===== src/rtl/fifo_ch_ctrl.sv =====
// Flow-control sequencer for a fixed-latency multi-channel delay line: shadows
// per-stage valid/last flags, drives shift-enable/sync-clear and sequences flush.
module fifo_ch_ctrl #(
    parameter int FIFO_LEN  = 4,
    parameter int OCC_WIDTH = 3
) (
    input  logic                 clk,
    input  logic                 in_ctr_Arst_n,
    input  logic                 in_ctr_Srst,
    input  logic                 in_flush,
    input  logic                 in_valid,
    input  logic                 in_last,
    input  logic                 out_ready,
    output logic                 in_ready,
    output logic                 ctr_fifo_en,
    output logic                 ctr_fifo_Srst,
    output logic                 out_valid,
    output logic                 out_last,
    output logic [OCC_WIDTH-1:0] out_occ,
    output logic [OCC_WIDTH-1:0] out_cw_cnt,
    output logic [1:0]           out_state,
    output logic                 out_flush_done
);

    // Handshake: upstream transfer when in_valid & in_ready; downstream transfer
    // when out_valid & out_ready. A full tail without out_ready stalls every stage.
    typedef enum logic [1:0] {
        S_IDLE  = 2'd0,
        S_RUN   = 2'd1,
        S_FLUSH = 2'd2,
        S_CLEAR = 2'd3
    } state_t;

    state_t                state_q, state_d;
    logic [FIFO_LEN-1:0]   vld_q, vld_d;
    logic [FIFO_LEN-1:0]   lst_q, lst_d;
    logic [OCC_WIDTH-1:0]  occ_q, occ_d;
    logic [OCC_WIDTH-1:0]  cw_q, cw_d;
    logic                  done_q, done_d;
    logic                  en;
    logic                  accept;

    function automatic logic [OCC_WIDTH-1:0] popcnt(input logic [FIFO_LEN-1:0] v);
        logic [OCC_WIDTH-1:0] c;
        c = '0;
        for (int i = 0; i < FIFO_LEN; i++) begin
            c = c + OCC_WIDTH'(v[i]);
        end
        return c;
    endfunction

    always_comb begin
        en     = (state_q != S_CLEAR) && !in_ctr_Srst && (!vld_q[FIFO_LEN-1] || out_ready);
        accept = in_valid && en && ((state_q == S_IDLE) || (state_q == S_RUN));
    end

    always_comb begin
        vld_d   = vld_q;
        lst_d   = lst_q;
        state_d = state_q;
        done_d  = 1'b0;

        if (en) begin
            vld_d[0] = accept;
            lst_d[0] = accept && in_last;
            for (int i = 1; i < FIFO_LEN; i++) begin
                vld_d[i] = vld_q[i-1];
                lst_d[i] = lst_q[i-1];
            end
        end

        case (state_q)
            S_IDLE: begin
                if (in_flush)    state_d = S_FLUSH;
                else if (accept) state_d = S_RUN;
            end
            S_RUN: begin
                if (in_flush)            state_d = S_FLUSH;
                else if (vld_d == '0)    state_d = S_IDLE;
            end
            S_FLUSH: begin
                // Post-edge emptiness means the last word has been taken downstream.
                if (vld_d == '0) state_d = S_CLEAR;
            end
            S_CLEAR: begin
                vld_d   = '0;
                lst_d   = '0;
                state_d = S_IDLE;
                done_d  = 1'b1;
            end
            default: state_d = S_IDLE;
        endcase

        // Sync clear outranks flush and data, and never reports a completed flush.
        if (in_ctr_Srst) begin
            vld_d   = '0;
            lst_d   = '0;
            state_d = S_IDLE;
            done_d  = 1'b0;
        end

        occ_d = popcnt(vld_d);
        cw_d  = popcnt(lst_d);
    end

    always_ff @(posedge clk or negedge in_ctr_Arst_n) begin
        if (!in_ctr_Arst_n) begin
            state_q <= S_IDLE;
            vld_q   <= '0;
            lst_q   <= '0;
            occ_q   <= '0;
            cw_q    <= '0;
            done_q  <= 1'b0;
        end else begin
            state_q <= state_d;
            vld_q   <= vld_d;
            lst_q   <= lst_d;
            occ_q   <= occ_d;
            cw_q    <= cw_d;
            done_q  <= done_d;
        end
    end

    always_comb begin
        ctr_fifo_en    = en;
        in_ready       = en && ((state_q == S_IDLE) || (state_q == S_RUN));
        ctr_fifo_Srst  = in_ctr_Srst || (state_q == S_CLEAR);
        out_valid      = vld_q[FIFO_LEN-1];
        out_last       = lst_q[FIFO_LEN-1];
        out_occ        = occ_q;
        out_cw_cnt     = cw_q;
        out_state      = state_q;
        out_flush_done = done_q;
    end

endmodule


===== config.mk =====
export PLATFORM = sky130hd
export DESIGN_NAME = fifo_ch_ctrl
export DESIGN_NICKNAME = d
export VERILOG_FILES = /design/src/rtl/fifo_ch_ctrl.sv
export SDC_FILE = /design/constraint.sdc
export NUM_CORES = 1
export LEC_CHECK = 0
export ABC_AREA = 1
export BUFFER_PORTS_ARGS = -buffer_cell sky130_fd_sc_hd__buf_2
export CAP_MARGIN = 20
export CORE_ASPECT_RATIO = 1.2
export CORE_MARGIN = 4
export CORE_UTILIZATION = 46
export DETAILED_ROUTE_END_ITERATION = 6
export PLACE_DENSITY = 0.76
export SKIP_LAST_GASP = 1
export SYNTH_ARGS = -nofsm -noshare
export SYNTH_HDL_FRONTEND = slang
export SYNTH_SLANG_ARGS = --single-unit

===== constraint.sdc =====
create_clock -name clk -period 2.1 [get_ports clk]
set_clock_uncertainty 0.2 [all_clocks]
set_input_delay 0.315 -clock clk [delete_from_list [all_inputs] [get_ports clk]]
set_output_delay 0.315 -clock clk [all_outputs]
set_load 0.01 [all_outputs]

Yosys cells after proc, flatten, opt, wreduce, memory -nomap -nowiden
Index checks and enable logic that the tools add are counted.

storage, ports and cells
  input bits = 7
  register bits = 17

cells by class
  reductions and logical operators = 14
  add/subtract/negate cells = 6
  equality and inequality tests = 7
  multiplexer cells = 15

operators by type and width
  cell                number
  $mux 4              6
  $mux 2              6
  $ne 4x4->1 const B  2
  $pmux 2 s4          1
  $add 2x1->3         2
  $add 3x1->3         2
  $logic_and 1x1->1   6
  $add 1x1->2         2
  $eq 2x2->1 const B  2
  $logic_not 4->1     1
  $logic_or 1x1->1    3
  $ne 3x3->1 const B  1
  $reduce_and 3->1    1
  $eq 2x1->1 const B  1
  $logic_not 1->1     2
  $logic_not 2->1     1
  $mux 1              2
  $ne 2x2->1 const B  1

Longest topological paths before layout
Gate-level depths: netlist (run 1).

  depth after elaboration = 12
  gate-level depth with buffers = 11

Least setup slack after synthesis (run 1)
OpenSTA, ideal clock, no wires.

  path kind = reg2reg
  start = reg state_q[0] (netlist: out_state[0])
  end = reg cw_q[1] (netlist: out_cw_cnt[1])
  buffers on the path = 0
  library setup time = 126 ps
  cell stages (with the launch flop) = 11
  data arrival time = 2161 ps
  path slack = -387 ps
  period minus slack after synthesis = 2487 ps
  cell sequence = dfrtp_1 > nand2_4 > nand3_2 > nor2_2 > nand3_1 > a21oi_2 > inv_2 > fa_1 > inv_1 > ha_1 > ha_1

between the ends
  word-level cells in the longest chain between the ends = 12
  elaborated cells between the ends (all ways) = 16
  classes of those cells = add/sub (3); eq/ne (3); mux (3); reduce/logical (7)

RTL lines
  element                         RTL line  source
  from (decl)                     34        state_t state_q, state_d;
  from (signal assigned)          115       state_q <= state_d;
  $ne 2x2->1                      53        en = (state_q != S_CLEAR) && !in_ctr_Srst && (!vld_q[FIFO_LEN-1] || out_ready);
  $logic_and 1x1->1 (2 in a row)  53
  $logic_and 1x1->1 (2 in a row)  54        accept = in_valid && en && ((state_q == S_IDLE) || (state_q == S_RUN));
  $logic_and 1x1->1               65        lst_d[0] = accept && in_last;
  $mux 4                          63        if (en) begin
  $mux 4 *                        72        case (state_q)
  $mux 4 *                        95        if (in_ctr_Srst) begin
  named net lst_d[0]              36        logic [FIFO_LEN-1:0] lst_q, lst_d;
  $add 1x1->2 *                   47        c = c + OCC_WIDTH'(v[i]);
  $add 2x1->3 *                   47
  $add 3x1->3 *                   47
  named net cw_d[1]               38        logic [OCC_WIDTH-1:0] cw_q, cw_d;
  to (signal assigned)            119       cw_q <= cw_d;
  to (decl)                       38

Mark *: on every way through the listed nets, which the timed path passes. The rest lies on a longest branch.
A chain may end at the register's enable or synchronous reset.

Final worst setup path (run 1)
  start = reg state_q[1] (netlist: out_state[1])
  end = reg cw_q[1] (netlist: out_cw_cnt[1])

The elaborated chain is that of the path after synthesis.

==> flow_summary.toml, run 1 <==
[run_status]
outcome = "finished, violations left"
violations = "negative setup slack"

[die]
die_y_um = 56.3
rows = 17
start_util = 0.483
ios = 21
core_um2 = 1850
die_x_um = 48.3
die-area_um2 = 2720

[setup_path]
crit_path_start_kind = "register"
critical_path_buf_inv_count = 2
critPathArrivalTime_ns = 2.30
required_ns = 2.13
critPathTopFamily = "adder cells"
crit_fanout = 3
path_cells = "nand2_4 > nand3_4 > nor2_4 > nand3_2 > a21oi_2 > inv_2 > fa_1 > inv_2 > ha_4 > ha_4"
cp_slowest_stage_delay_ns = 0.49
reg2reg_slack_ns = -0.16
endpoint_kind = "register"
critical_path_class = "reg2reg"
crit_slowest_cell = "fa_1"

[synthesis]
yosysTopAreaCellShare = 0.476
avgSynthCellArea_um2 = 10.2
ys_top_cells_by_count = "nand2_1 (20), dfrtp_1 (17), inv_1 (13)"
syn_inst = 88
synth_cell_types = 22
synth_nets = 101
synth_ff_type = "dfrtp_1"
seq_area_frac_synth = 0.476
yosys.area.top_type = "dfrtp_1"
yosys_warnings = 0
ys_top_cells_by_area = "dfrtp_1 (48%), nand2_1 (8.4%), ha_1 (5.6%)"
synth_enable_flop_cells = 0
synth-seq-cells = 17
yosysMostFrequentCell = "nand2_1"
netlist_area_um2 = 895
ys_async_sr_fraction = 1.00

[final_layout]
fin_nets = 152
stdcell_count = 157
layout-drive-gt1-share = 0.587
area_growth_pct = 51.2
diodes = 0

[sta]
setup_ws_ns = -0.165
period_needed_ns = 2.26
worstMarginPinSlew_ns = 0.388
hold_viol = 0
finalSetupViolCount = 6
max_slew_margin = 0.741
rsz0062_at_grt = "yes"
drv_slew = 0
max_freq_mhz = 442
timing.final.crit_share = 1.08

[routing]
post_drt_wl_per_cell_um = 12.7
vias_per_cell = 4.78
vias = 751
drtIter0Drc = 7
wl_um = 1990
drc = 0
ant_nets = 0
dr.pass1.iters = 4

[cts]
htree_levels = 1
cts_buffer_depth = 2
cts_tree = "built"
cts_num_sinks = 17
path_clk_slew_ns = 0.09
root_buffer = "clkbuf_4"
cts_buffers = 3
clock_latency_ns = 0.28

[global_route]
grt_pass1_wl_um = 3340
grt_use_total = 0.166
grt_max_degree = 18
grt_pass1_vias = 806
overflow = 0
antenna_found_initial = 0

[placed_design]
dpl.hpwl_um = 1460
io_buffers = 20
place_inst = 145
globalplace.congestion = 0.747

[pwr]
total_leakage_power_uw = 0.000792
p_total_uw = 686
ir_drop_mv = 0.464
power_density_nw_per_um2 = 507

[min_path]
hold_path_class = "in2reg"

[job]
drv_cap = 0
[power breakdown]
group / switching [uW] / leakage [uW] / internal [uW] / total [uW]
Clock: 96.0 / 0.0000150 / 73.8 / 170
Sequential: 7.25 / 0.000229 / 338 / 346
Combinational: 83.5 / 0.000548 / 87.0 / 170
[through the flow]
step                setup TNS (ns)  cell area, um^2  hold WS, ns  setup slack [ns]   util
finish                      -0.547             1350       0.0846            -0.165  0.731
global route                 -1.10             1350       0.0601            -0.244  0.731
CTS                         -0.497             1340       0.0711            -0.162  0.723
detailed placement          -0.994             1220       0.0604            -0.286  0.657
global placement            -0.840             1220       0.0575            -0.241  0.657
floorplan                   -0.823              945       -0.181            -0.252      -
[state kept, by name (all words and copies together) (netlist names)]
signal and cells:
lst_q 4, vld_q 4, out_cw_cnt 3, out_occ 3, out_state 2, out_flush_done 1
[layout make-up]
cell class / count / area (um^2)
clock buffer: 4 / 26.3
fill: 134 / 498
timing repair buffer: 46 / 314
tap: 19 / 23.8
sequential: 17 / 429
inverter: 17 / 91.3
multi-input combinational: 54 / 468
[cells in the final DEF, fill, tap and decap left out, drive strengths merged]
cell	count
nor3	1
fa	2
dfrtp	17
o21ai	1
nand3	3
ha	4
o211ai	2
nand4	2
bufinv	2
or2	1
clkbuf	4
nand2	24
a21oi	7
inv	15
nor2	7
buf	45
dlygate4sd3	1
[final timing paths]
| kind | depth (start not counted) | to | start |
|---|---|---|---|
| worst max-delay path | 10 | out_cw_cnt[1] | out_state[1] |
| worst min-delay path | 3 | out_flush_done | in_ctr_Srst |
| worst max register to register | 10 | out_cw_cnt[1] | out_state[1] |
| worst min register to register | 2 | lst_q[0] | lst_q[0] |
| max in group asynchronous | 2 | out_state[1] | in_ctr_Arst_n |
| min in group asynchronous | 2 | out_flush_done | in_ctr_Arst_n |
[worst reg2reg max path, delay by kind of cell (launching register included)]
kind	cells	cell delay, ns
adders and majority gates	3	0.90
DFF	1	0.44
and+or+nand+nor	4	0.43
AOI/OAI and AO/OA	1	0.17
buffers and inverters	2	0.10
[cells by family (layout without fill, tap and decap cells)]
logic type,Yosys count,in the layout,synth area share
buf+inv,17,67,0.102
simple gates,38,38,0.256
fa+ha+maj,6,6,0.101
flops,17,17,0.476
compound gates,10,10,0.0657
[what timing repair did]
| action | 4_1_cts | 5_1_grt |
|---|---|---|
| endpoints found under the setup margin | 6 | 7 |
| endpoints found under the hold margin | 17 | 0 |
| resized for setup | 13 | 0 |
| buffers inserted | 5 | 2 |
| pin swaps | 14 | 4 |
| hold buffers | 1 | 0 |
[layer usage]
layer  vias to the layer above  part of all wire  global-route usage
met5                         -                 0                   0
met3                         4             0.059              0.0288
met2                        20              0.56               0.289
met4                         0            0.0095              0.0385
met1                       353              0.37               0.201
li1                        374                 -                   -
(Power assumes the default switching activity.)
==> inputs of run 2 (changes only) <==
--- a/constraint.sdc
+++ b/constraint.sdc
@@ -4,2 +4,2 @@
 set_output_delay 0.315 -clock clk [all_outputs]
-set_load 0.01 [all_outputs]
+set_load 0.1 [all_outputs]
==> run 2 against run 1 <==
- the flow still finishes with violations (negative setup slack)
- non-clock buffer count rose by 1
- count of clock-buffer cells in the layout unchanged
- clock power is essentially flat
- sequential power rose by 1%
- die area unchanged
- final area rose by 5.1%
- worst hold slack improved by 0.0082 ns
- core utilization is 3.7 points higher
- global-route usage increased by 0.71 points
- combinational power is 61% higher
- register-to-register slack lost 0.02 ns
- worst setup slack got worse by 0.020 ns
- critical path type unchanged
- critical endpoint unchanged
- highest routed layer unchanged
==> flow_summary.toml, run 2 (synthesis results as in run 1) <==
[pwr]
p_total_uw = 795
total_leakage_power_uw = 0.000815
ir_drop_mv = 0.528
power_density_nw_per_um2 = 559

[setup_path]
required_ns = 2.14
r2r_cells = 10
crit_fanout = 3
cp_slowest_stage_delay_ns = 0.52
reg2reg_slack_ns = -0.18
critical_path_class = "reg2reg"
rr_startpoint = "out_state[0]"
crit_path_start_kind = "register"
path_cells = "nand2_8 > nand3_4 > nor2_4 > nand3_2 > a21oi_2 > inv_2 > fa_1 > inv_2 > ha_4 > ha_4"
endpoint_kind = "register"
critPathArrivalTime_ns = 2.32
crit_slowest_cell = "dfrtp_4"
r2r_end = "out_cw_cnt[1]"

[min_path]
whs_path_depth = 3
hold_path_class = "in2reg"
hold_path.startpoint = "in_ctr_Srst"
min_to = "out_flush_done"

[run_status]
outcome = "finished, violations left"
violations = "negative setup slack"

[cts]
path_clk_slew_ns = 0.09
cts_num_sinks = 17
htree_levels = 1
cts_buffers = 3
root_buffer = "clkbuf_4"
cts_tree = "built"
cts_buffer_depth = 2
clock_latency_ns = 0.29

[die]
start_util = 0.483
die_x_um = 48.3
die_y_um = 56.3
rows = 17
ios = 21
die-area_um2 = 2720
core_um2 = 1850

[final_layout]
final_common_cell = "buf_4"
fillers = 120
final_util = 0.768
final_cell_mix = "buf_4 (25), buf_2 (17), dfrtp_1 (14)"
stdcell_count = 158
largestRegisters = "lst_q (4), vld_q (4)"
fin_nets = 153
diodes = 0
area_growth_pct = 58.9
layout-drive-gt1-share = 0.612

[sta]
setup_ws_ns = -0.185
hold-worst-slack_ns = 0.0929
timing.final.crit_share = 1.09
rsz0062_at_grt = "yes"
period_needed_ns = 2.28
finalSetupViolCount = 7
hold_viol = 0
max_freq_mhz = 438
max_slew_margin = 0.677
worstMarginPinSlew_ns = 0.487
drv_slew = 0

[global_route]
antenna_found_initial = 0
grt_use_total = 0.173
grt_max_degree = 18
overflow = 0
grt_pass1_vias = 814
grt_pass1_wl_um = 3370

[job]
drv_cap = 0

[routing]
dr.pass1.iters = 4
vias_per_cell = 4.84
drtIter0Drc = 4
vias = 764
drc = 0
post_drt_wl_per_cell_um = 13.5
ant_nets = 0
wl_um = 2140

[placed_design]
dpl.hpwl_um = 1520
place_inst = 145
io_buffers = 20
globalplace.congestion = 0.771
==> run 2: area by class of cell <==
type,instances,area (um^2),area share
Tap cell,19,23.8,0.0167
Multi-Input combinational cell,54,497,0.349
Inverter,17,91.3,0.0643
Timing Repair Buffer,47,349,0.246
Sequential cell,17,434,0.305
Clock buffer,4,26.3,0.0185
==> run 2: power breakdown <==
part	internal (uW)	leakage, uW	switching (uW)
combinational	98.6	0.000571	174
sequential	340	0.000229	10.2
clock	73.9	0.0000150	97.5
total	513	0.000815	282
==> run 2: metrics by stage <==
| stage | setup slack, ns | instance area, um^2 | TNS [ns] |
|---|---|---|---|
| 6_report | -0.185 | 1420 | -0.699 |
| 5_1_grt | -0.272 | 1420 | -1.28 |
| 4_1_cts | -0.198 | 1350 | -0.764 |
| 3_5_place_dp | -0.321 | 1240 | -1.12 |
| 3_3_place_gp | -0.278 | 1240 | -1.00 |
| 2_1_floorplan | -0.951 | 951 | -4.75 |
==> run 2: worst max path at each step <==
| stage | startpoint | endpoint | slack [ns] | cells after the start |
|---|---|---|---|---|
| after floorplan | out_state[1] | out_cw_cnt[1] | -0.95 | 10 |
| after global placement | in_ctr_Srst | out_cw_cnt[1] | -0.28 | 11 |
| after detailed placement | in_ctr_Srst | out_cw_cnt[1] | -0.32 | 11 |
| after CTS | out_state[0] | out_occ[1] | -0.20 | 10 |
| after global routing | out_state[0] | out_cw_cnt[1] | -0.27 | 10 |
| final | out_state[0] | out_cw_cnt[1] | -0.18 | 10 |
==> run 2: critical path, delay by kind of cell (launching register included) <==
kind            cells  cell delay (ns)
compound gates      1             0.17
buf+inv             2             0.10
simple gates        4             0.36
flops               1             0.52
fa+ha+maj           3             0.89
==> run 2: timing repair <==
action                                 in CTS  in global routing
buffers inserted                            4                  4
hold buffers                                1                  0
endpoints found under the hold margin      17                  0
setup endpoints to repair                   6                  7
pin swaps                                  12                  4
gates resized for setup                    12                 11
gates cloned                                0                  0
==> run 2: per-layer routing <==
metal / GRT usage / wire length [um]
met1: 0.198 / 779
met2: 0.289 / 1170
met3: 0.0256 / 102
met4: 0.0923 / 81
met5: 0 / 0
